`config.mk`:
```
export PLATFORM = sky130hd
export DESIGN_NAME = if_fetch
export DESIGN_NICKNAME = d
export VERILOG_FILES = /design/src/rtl/if_fetch.sv
export SDC_FILE = /design/constraint.sdc
export NUM_CORES = 1
export LEC_CHECK = 0
export CAP_MARGIN = 20
export CORE_MARGIN = 3
export CORE_UTILIZATION = 39
export DETAILED_ROUTE_END_ITERATION = 12
export PLACE_DENSITY = 0.84
export SYNTH_ARGS = -nofsm -noshare
export SYNTH_HDL_FRONTEND = slang
export SYNTH_SLANG_ARGS = --single-unit
```
`constraint.sdc`:
```
create_clock -name clk_i -period 2.3 [get_ports clk_i]
set_input_delay 0.575 -clock clk_i [delete_from_list [all_inputs] [get_ports clk_i]]
set_output_delay 0.575 -clock clk_i [all_outputs]
set_load 0.005 [all_outputs]
```
`src/rtl/if_fetch.sv`:
```
// Instruction fetch stage: issues one instruction-bus request at a time,
// presents the returned word to the IF/ID register, and handles redirects
// by discarding responses to requests that became stale.

`ifndef ADDR_WIDTH
`define ADDR_WIDTH 32
`endif
`ifndef DATA_WIDTH
`define DATA_WIDTH 32
`endif
`ifndef NOP
`define NOP 32'h00000013
`endif
`ifndef STOP
`define STOP 1'b1
`endif
`ifndef NOSTOP
`define NOSTOP 1'b0
`endif

module if_fetch #(
  parameter logic [`ADDR_WIDTH-1:0] RESET_PC = '0,
  parameter int                     MIN_LAT  = 1
) (
  input  logic                   clk_i,
  input  logic                   rst_i,
  input  logic [5:0]             stall_i,
  input  logic                   jump_flag_i,
  input  logic [`ADDR_WIDTH-1:0] jump_addr_i,
  output logic                   ibus_req_o,
  output logic [`ADDR_WIDTH-1:0] ibus_addr_o,
  input  logic                   ibus_gnt_i,
  input  logic                   ibus_rvalid_i,
  input  logic [`DATA_WIDTH-1:0] ibus_rdata_i,
  output logic [`ADDR_WIDTH-1:0] inst_addr_o,
  output logic [`DATA_WIDTH-1:0] inst_o,
  output logic                   stallreq_o
);

  localparam int AW = `ADDR_WIDTH;

  localparam logic [1:0] FETCH = 2'd0;
  localparam logic [1:0] WAIT  = 2'd1;
  localparam logic [1:0] READY = 2'd2;

  localparam logic [AW-1:0] PC_STEP = AW'(4);

  logic [1:0]             state;
  logic                   kill;
  logic [AW-1:0]          pc;
  logic [`DATA_WIDTH-1:0] inst_q;
  logic [AW-1:0]          inst_addr_q;
  logic [AW-1:0]          jump_target;

  // Only stall bit 0 and the word-aligned part of the jump target matter here;
  // MIN_LAT describes the bus and has no influence on this logic.
  logic unused_bits;
  assign unused_bits = ^{stall_i[5:1], jump_addr_i[1:0], MIN_LAT[0]};

  assign jump_target = {jump_addr_i[AW-1:2], 2'b00};

  // Bus and stall-request outputs are decoded directly from the state.
  always_comb begin
    ibus_req_o  = (state == FETCH);
    ibus_addr_o = pc;
    stallreq_o  = (state != READY);
    inst_o      = inst_q;
    inst_addr_o = inst_addr_q;
  end

  // Fetch state machine, pc and the presented-instruction registers.
  always_ff @(posedge clk_i) begin
    if (rst_i) begin
      state       <= FETCH;
      kill        <= 1'b0;
      pc          <= RESET_PC;
      inst_q      <= `NOP;
      inst_addr_q <= '0;
    end else if (jump_flag_i) begin
      pc          <= jump_target;
      inst_q      <= `NOP;
      inst_addr_q <= '0;
      case (state)
        FETCH: begin
          // A request granted on the redirect cycle fetched the old path.
          if (ibus_gnt_i) begin
            state <= WAIT;
            kill  <= 1'b1;
          end
        end
        WAIT: begin
          if (ibus_rvalid_i) begin
            state <= FETCH;
            kill  <= 1'b0;
          end else begin
            kill  <= 1'b1;
          end
        end
        default: state <= FETCH;
      endcase
    end else begin
      case (state)
        FETCH: begin
          if (ibus_gnt_i) state <= WAIT;
        end
        WAIT: begin
          if (ibus_rvalid_i) begin
            if (kill) begin
              kill  <= 1'b0;
              state <= FETCH;
            end else begin
              inst_q      <= ibus_rdata_i;
              inst_addr_q <= pc;
              state       <= READY;
            end
          end
        end
        READY: begin
          if (stall_i[0] == `NOSTOP) begin
            pc          <= pc + PC_STEP;
            inst_q      <= `NOP;
            inst_addr_q <= '0;
            state       <= FETCH;
          end
        end
        default: state <= FETCH;
      endcase
    end
  end

endmodule

```
==> run_summary.xml <==
<?xml version="1.0" encoding="UTF-8"?>
<metrics>
  <group name="placement">
    <metric name="dpl_cell_area" unit="µm²">6130</metric>
    <metric name="port-buffer-count" unit="">161</metric>
    <metric name="place_hpwl" unit="µm">10100</metric>
    <metric name="placed_cells" unit="">823</metric>
    <metric name="pre_cts_slack" unit="ps">-303</metric>
    <metric name="routabilityCongestion" unit="">0.862</metric>
  </group>
  <group name="global_routing">
    <metric name="met1_usage" unit="">0.295</metric>
    <metric name="grt_pass1_wl" unit="µm">21300</metric>
    <metric name="grt_antenna_before_repair" unit="">0</metric>
    <metric name="grt-busiest-layer" unit="">met2</metric>
    <metric name="grtUsageTotal" unit="">0.221</metric>
    <metric name="grt_pass1_vias" unit="">4274</metric>
    <metric name="use_met2" unit="">0.355</metric>
    <metric name="leftover_overflow_at_the_end_of_global_routing" unit="">0</metric>
    <metric name="largest_net_degree_at_the_start_of_global_routing" unit="">61</metric>
    <metric name="groute.layer.met3.usage" unit="">0.0606</metric>
  </group>
  <group name="finish">
    <metric name="final_cell_count_no_fill" unit="">838</metric>
    <metric name="layout-drive-gt1-share" unit="">0.0940</metric>
    <metric name="multi_input_comb_area" unit="µm²">2110</metric>
    <metric name="nNetsFinal" unit="">774</metric>
    <metric name="seqCellArea" unit="µm²">1900</metric>
    <metric name="finalInstanceArea" unit="µm²">6370</metric>
    <metric name="synthToLayoutAreaGrowth" unit="%">50.8</metric>
    <metric name="fillers" unit="">911</metric>
    <metric name="antenna_cells_inserted" unit="">0</metric>
  </group>
  <group name="drt">
    <metric name="1st_pass_router_iterations" unit="">4</metric>
    <metric name="drt.antenna.violating_nets" unit="">0</metric>
    <metric name="drc_errors" unit="">0</metric>
    <metric name="routed_via_density" unit="">5.50</metric>
    <metric name="drt-total-wl" unit="µm">13800</metric>
    <metric name="detail_route.iter0.violations" unit="">358</metric>
    <metric name="wl_per_cell" unit="µm">16.4</metric>
    <metric name="num_vias" unit="">4611</metric>
  </group>
  <group name="clock_tree">
    <metric name="cts_htree_levels" unit="">3</metric>
    <metric name="clk-insertion-delay-late" unit="ps">370</metric>
    <metric name="cts_tree" unit="">yes</metric>
    <metric name="cts-buffers-inserted" unit="">9</metric>
    <metric name="cts_repair_resize_count" unit="">0</metric>
    <metric name="clockBufferDepth" unit="">2</metric>
    <metric name="clkSinkCount" unit="">95</metric>
    <metric name="cts.reportedPaths.clkPinSlew" unit="ps">100</metric>
    <metric name="ctsHoldBuffers" unit="">0</metric>
    <metric name="cts_post_setup_buffers_inserted" unit="">0</metric>
    <metric name="root_buffer" unit="">sky130_fd_sc_hd__clkbuf_8</metric>
  </group>
  <group name="synth">
    <metric name="syn_avg_cell_area" unit="µm²">7.93</metric>
    <metric name="synth_warnings" unit="">0</metric>
    <metric name="synth_edf_count" unit="">0</metric>
    <metric name="syn-cell-area" unit="µm²">4220</metric>
    <metric name="dominantRegCellSynth" unit="">sky130_fd_sc_hd__dfxtp_1</metric>
    <metric name="ys_types" unit="">47</metric>
    <metric name="ys_seq_elements" unit="">95</metric>
    <metric name="post_synth_inst_count" unit="">533</metric>
    <metric name="seq_area_frac_synth" unit="">0.450</metric>
    <metric name="asyncSetResetFlopFracSynth" unit="">0</metric>
  </group>
  <group name="power_and_ir_drop">
    <metric name="proportion_of_power_drawn_by_the_clock_network" unit="">0.351</metric>
    <metric name="switchingPower" unit="W">0.000895</metric>
    <metric name="finalPower" unit="W">0.00349</metric>
    <metric name="combinationalPowerShare" unit="">0.145</metric>
    <metric name="cell_internal_pwr" unit="W">0.00260</metric>
    <metric name="p_seq_frac" unit="">0.505</metric>
    <metric name="ir_worst_vdd" unit="µV">320</metric>
    <metric name="switching_share" unit="">0.256</metric>
    <metric name="p_leak" unit="nW">2.16</metric>
    <metric name="power.density" unit="nW/µm²">549</metric>
  </group>
  <group name="floorplanning">
    <metric name="die_height" unit="µm">110</metric>
    <metric name="row_count" unit="">37</metric>
    <metric name="die_x" unit="µm">110</metric>
    <metric name="die_area" unit="µm²">12100</metric>
    <metric name="floorplan.io_pins" unit="">173</metric>
    <metric name="initial_core_util" unit="">0.406</metric>
    <metric name="core_area" unit="µm²">10400</metric>
  </group>
  <group name="setup_path">
    <metric name="worstSetupEndpoint" unit="">ibus_addr_o[20]$_SDFFE_PP0P_</metric>
    <metric name="cp_max_fo" unit="">5</metric>
    <metric name="critical_path_required" unit="ps">2580</metric>
    <metric name="cp_top_family" unit="">simple AND/OR/NAND/NOR gates</metric>
    <metric name="worst-setup-path-type" unit="">input pin to flop</metric>
    <metric name="worst_r2r_path_depth" unit="">5</metric>
    <metric name="crit_buf_inv" unit="">1</metric>
    <metric name="worstPathArrival" unit="ps">2450</metric>
    <metric name="cp-end-kind" unit="">flop</metric>
    <metric name="worst_r2r_startpoint" unit="">ibus_addr_o[3]$_SDFFE_PP0P_</metric>
    <metric name="crit-reg2reg-capture" unit="">ibus_addr_o[20]$_SDFFE_PP0P_</metric>
    <metric name="cp_slowest_stage_delay" unit="ps">470</metric>
    <metric name="reg2reg_setup_slack" unit="ps">180</metric>
    <metric name="worstSetupStartpointType" unit="">input pin</metric>
    <metric name="crit_path_top_delay_cell" unit="">sky130_fd_sc_hd__clkdlybuf4s50_1</metric>
    <metric name="cp_cell_sequence" unit="">clkdlybuf4s50_1, nand4bb_4, or3_1, or4_1, a311oi_1</metric>
    <metric name="critical_path_depth" unit="">5</metric>
    <metric name="worstSetupStartpoint" unit="">stall_i[0]</metric>
  </group>
  <group name="min_path">
    <metric name="min_from" unit="">inst_addr_o[24]$_SDFFE_PP0P_</metric>
    <metric name="hold_path.class" unit="">flop to flop</metric>
  </group>
  <group name="timing">
    <metric name="finalHoldViolations" unit="">0</metric>
    <metric name="setup_ws" unit="ps">124</metric>
    <metric name="finalCritPeriodShare" unit="">0.946</metric>
    <metric name="timing_max_transition_violations_final" unit="">0</metric>
    <metric name="finalSetupViolations" unit="">0</metric>
    <metric name="rsz0062_at_grt" unit="">no</metric>
    <metric name="tightest_slew" unit="ps">618</metric>
    <metric name="max_freq" unit="GHz">0.460</metric>
    <metric name="timing.final.crit_period" unit="ps">2180</metric>
    <metric name="timing.slew.headroom" unit="">0.588</metric>
    <metric name="timing.clock.skew" unit="ps">15.3</metric>
  </group>
  <group name="run">
    <metric name="max_cap_violations" unit="">0</metric>
  </group>
  <group name="outcome">
    <metric name="run_status" unit="">completed</metric>
  </group>
</metrics>
-- per-stage QoR --
step | hold slack, ps | util | TNS, ps
after floorplan | 464 | - | 0
after global placement | 453 | 0.589 | -2830
after detailed placement | 459 | 0.589 | -3730
after CTS | 472 | 0.609 | 0
after global routing | 493 | 0.612 | 0
final | 471 | 0.612 | 0
-- cell families (layout without fill, tap and decap cells) --
group	after synthesis	after routing	synth area share
xor+xnor	8	8	0.0166
compound gates	116	116	0.171
simple gates	252	252	0.300
flops	95	95	0.450
other cells	1	4	0.000888
buf+inv	60	226	0.0589
fa+ha+maj	1	1	0.00296
-- layout make-up --
class / count / share of cell area
well taps: 136 / 0.0267
multi-input cells: 381 / 0.332
clock buffers: 9 / 0.0194
flip-flops and latches: 95 / 0.299
repair buffers: 203 / 0.304
inverters: 8 / 0.00471
clock inverters: 6 / 0.0143
-- layer usage --
layer	wire length, µm	vias up
met2	6550	185
met1	5820	2161
li1	-	2252
met3	1250	13
met5	0	-
met4	142	0
-- state kept, by name (all words and copies together), names as in the netlist --
name / count
ibus_addr_o: 30
inst_addr_o: 30
inst_o: 32
kill: 1
state: 2
-- how the worst min path moves through the flow --
stage	depth (start not counted)	endpoint	slack [ps]
2_1_floorplan	2	inst_addr_o[10]$_SDFFE_PP0P_	460
3_3_place_gp	2	inst_o[28]$_SDFFE_PP0P_	450
3_5_place_dp	2	inst_addr_o[24]$_SDFFE_PP0P_	460
4_1_cts	2	inst_addr_o[24]$_SDFFE_PP0P_	470
5_1_grt	2	inst_o[27]$_SDFFE_PP0P_	490
6_report	2	inst_addr_o[24]$_SDFFE_PP0P_	470
-- cell usage after synthesis (all sizes together), types with 2 or more instances --
cell	number	area share
and4	6	0.012
nor4	8	0.012
and3	5	0.0074
nand2b	2	0.0030
a21oi	63	0.075
xnor2	6	0.012
a211oi	11	0.020
buf	14	0.018
or2	2	0.0030
nand2	78	0.069
o21ai	8	0.0095
or4	13	0.023
o211ai	3	0.0053
a31oi	2	0.0030
xor2	2	0.0041
inv	8	0.0071
dfxtp	95	0.45
o31ai	8	0.014
nor3	8	0.0095
nand4	10	0.015
or3	6	0.0089
a311oi	12	0.025
nor2	31	0.028
clkbuf	38	0.034
nand3	73	0.086
nor3b	3	0.0053
-- worst register-to-register path, cell delays in order, from the launching register on --
cell and delay (ps):
sky130_fd_sc_hd__dfxtp_1 480, sky130_fd_sc_hd__ha_1 290, sky130_fd_sc_hd__nand4bb_4 140, sky130_fd_sc_hd__or3_1 410
sky130_fd_sc_hd__or4_1 430, sky130_fd_sc_hd__a311oi_1 280
-- power groups by stage --
stage                     Sequential (W)  Clock (W)  Combinational [W]
after CTS                        0.00176    0.00124           0.000504
after global routing             0.00177    0.00131           0.000551
after floorplan                  0.00179          0           0.000190
after global placement           0.00180          0           0.000489
after detailed placement         0.00180          0           0.000502
final                            0.00176    0.00123           0.000506
-- cell usage in the layout (no fill, tap or decap), drive strengths merged, types with 8 or more instances in the layout --
master,n
clkdlybuf4s50,161
dfxtp,95
nand2,78
nand3,73
a21oi,63
buf,42
nor2,31
or4,13
a311oi,12
a211oi,11
inv,11
nand4,10
clkbuf,9
o21ai,8
nor4,8
o31ai,8
nor3,8
Power figures use the tool's default switching activity.
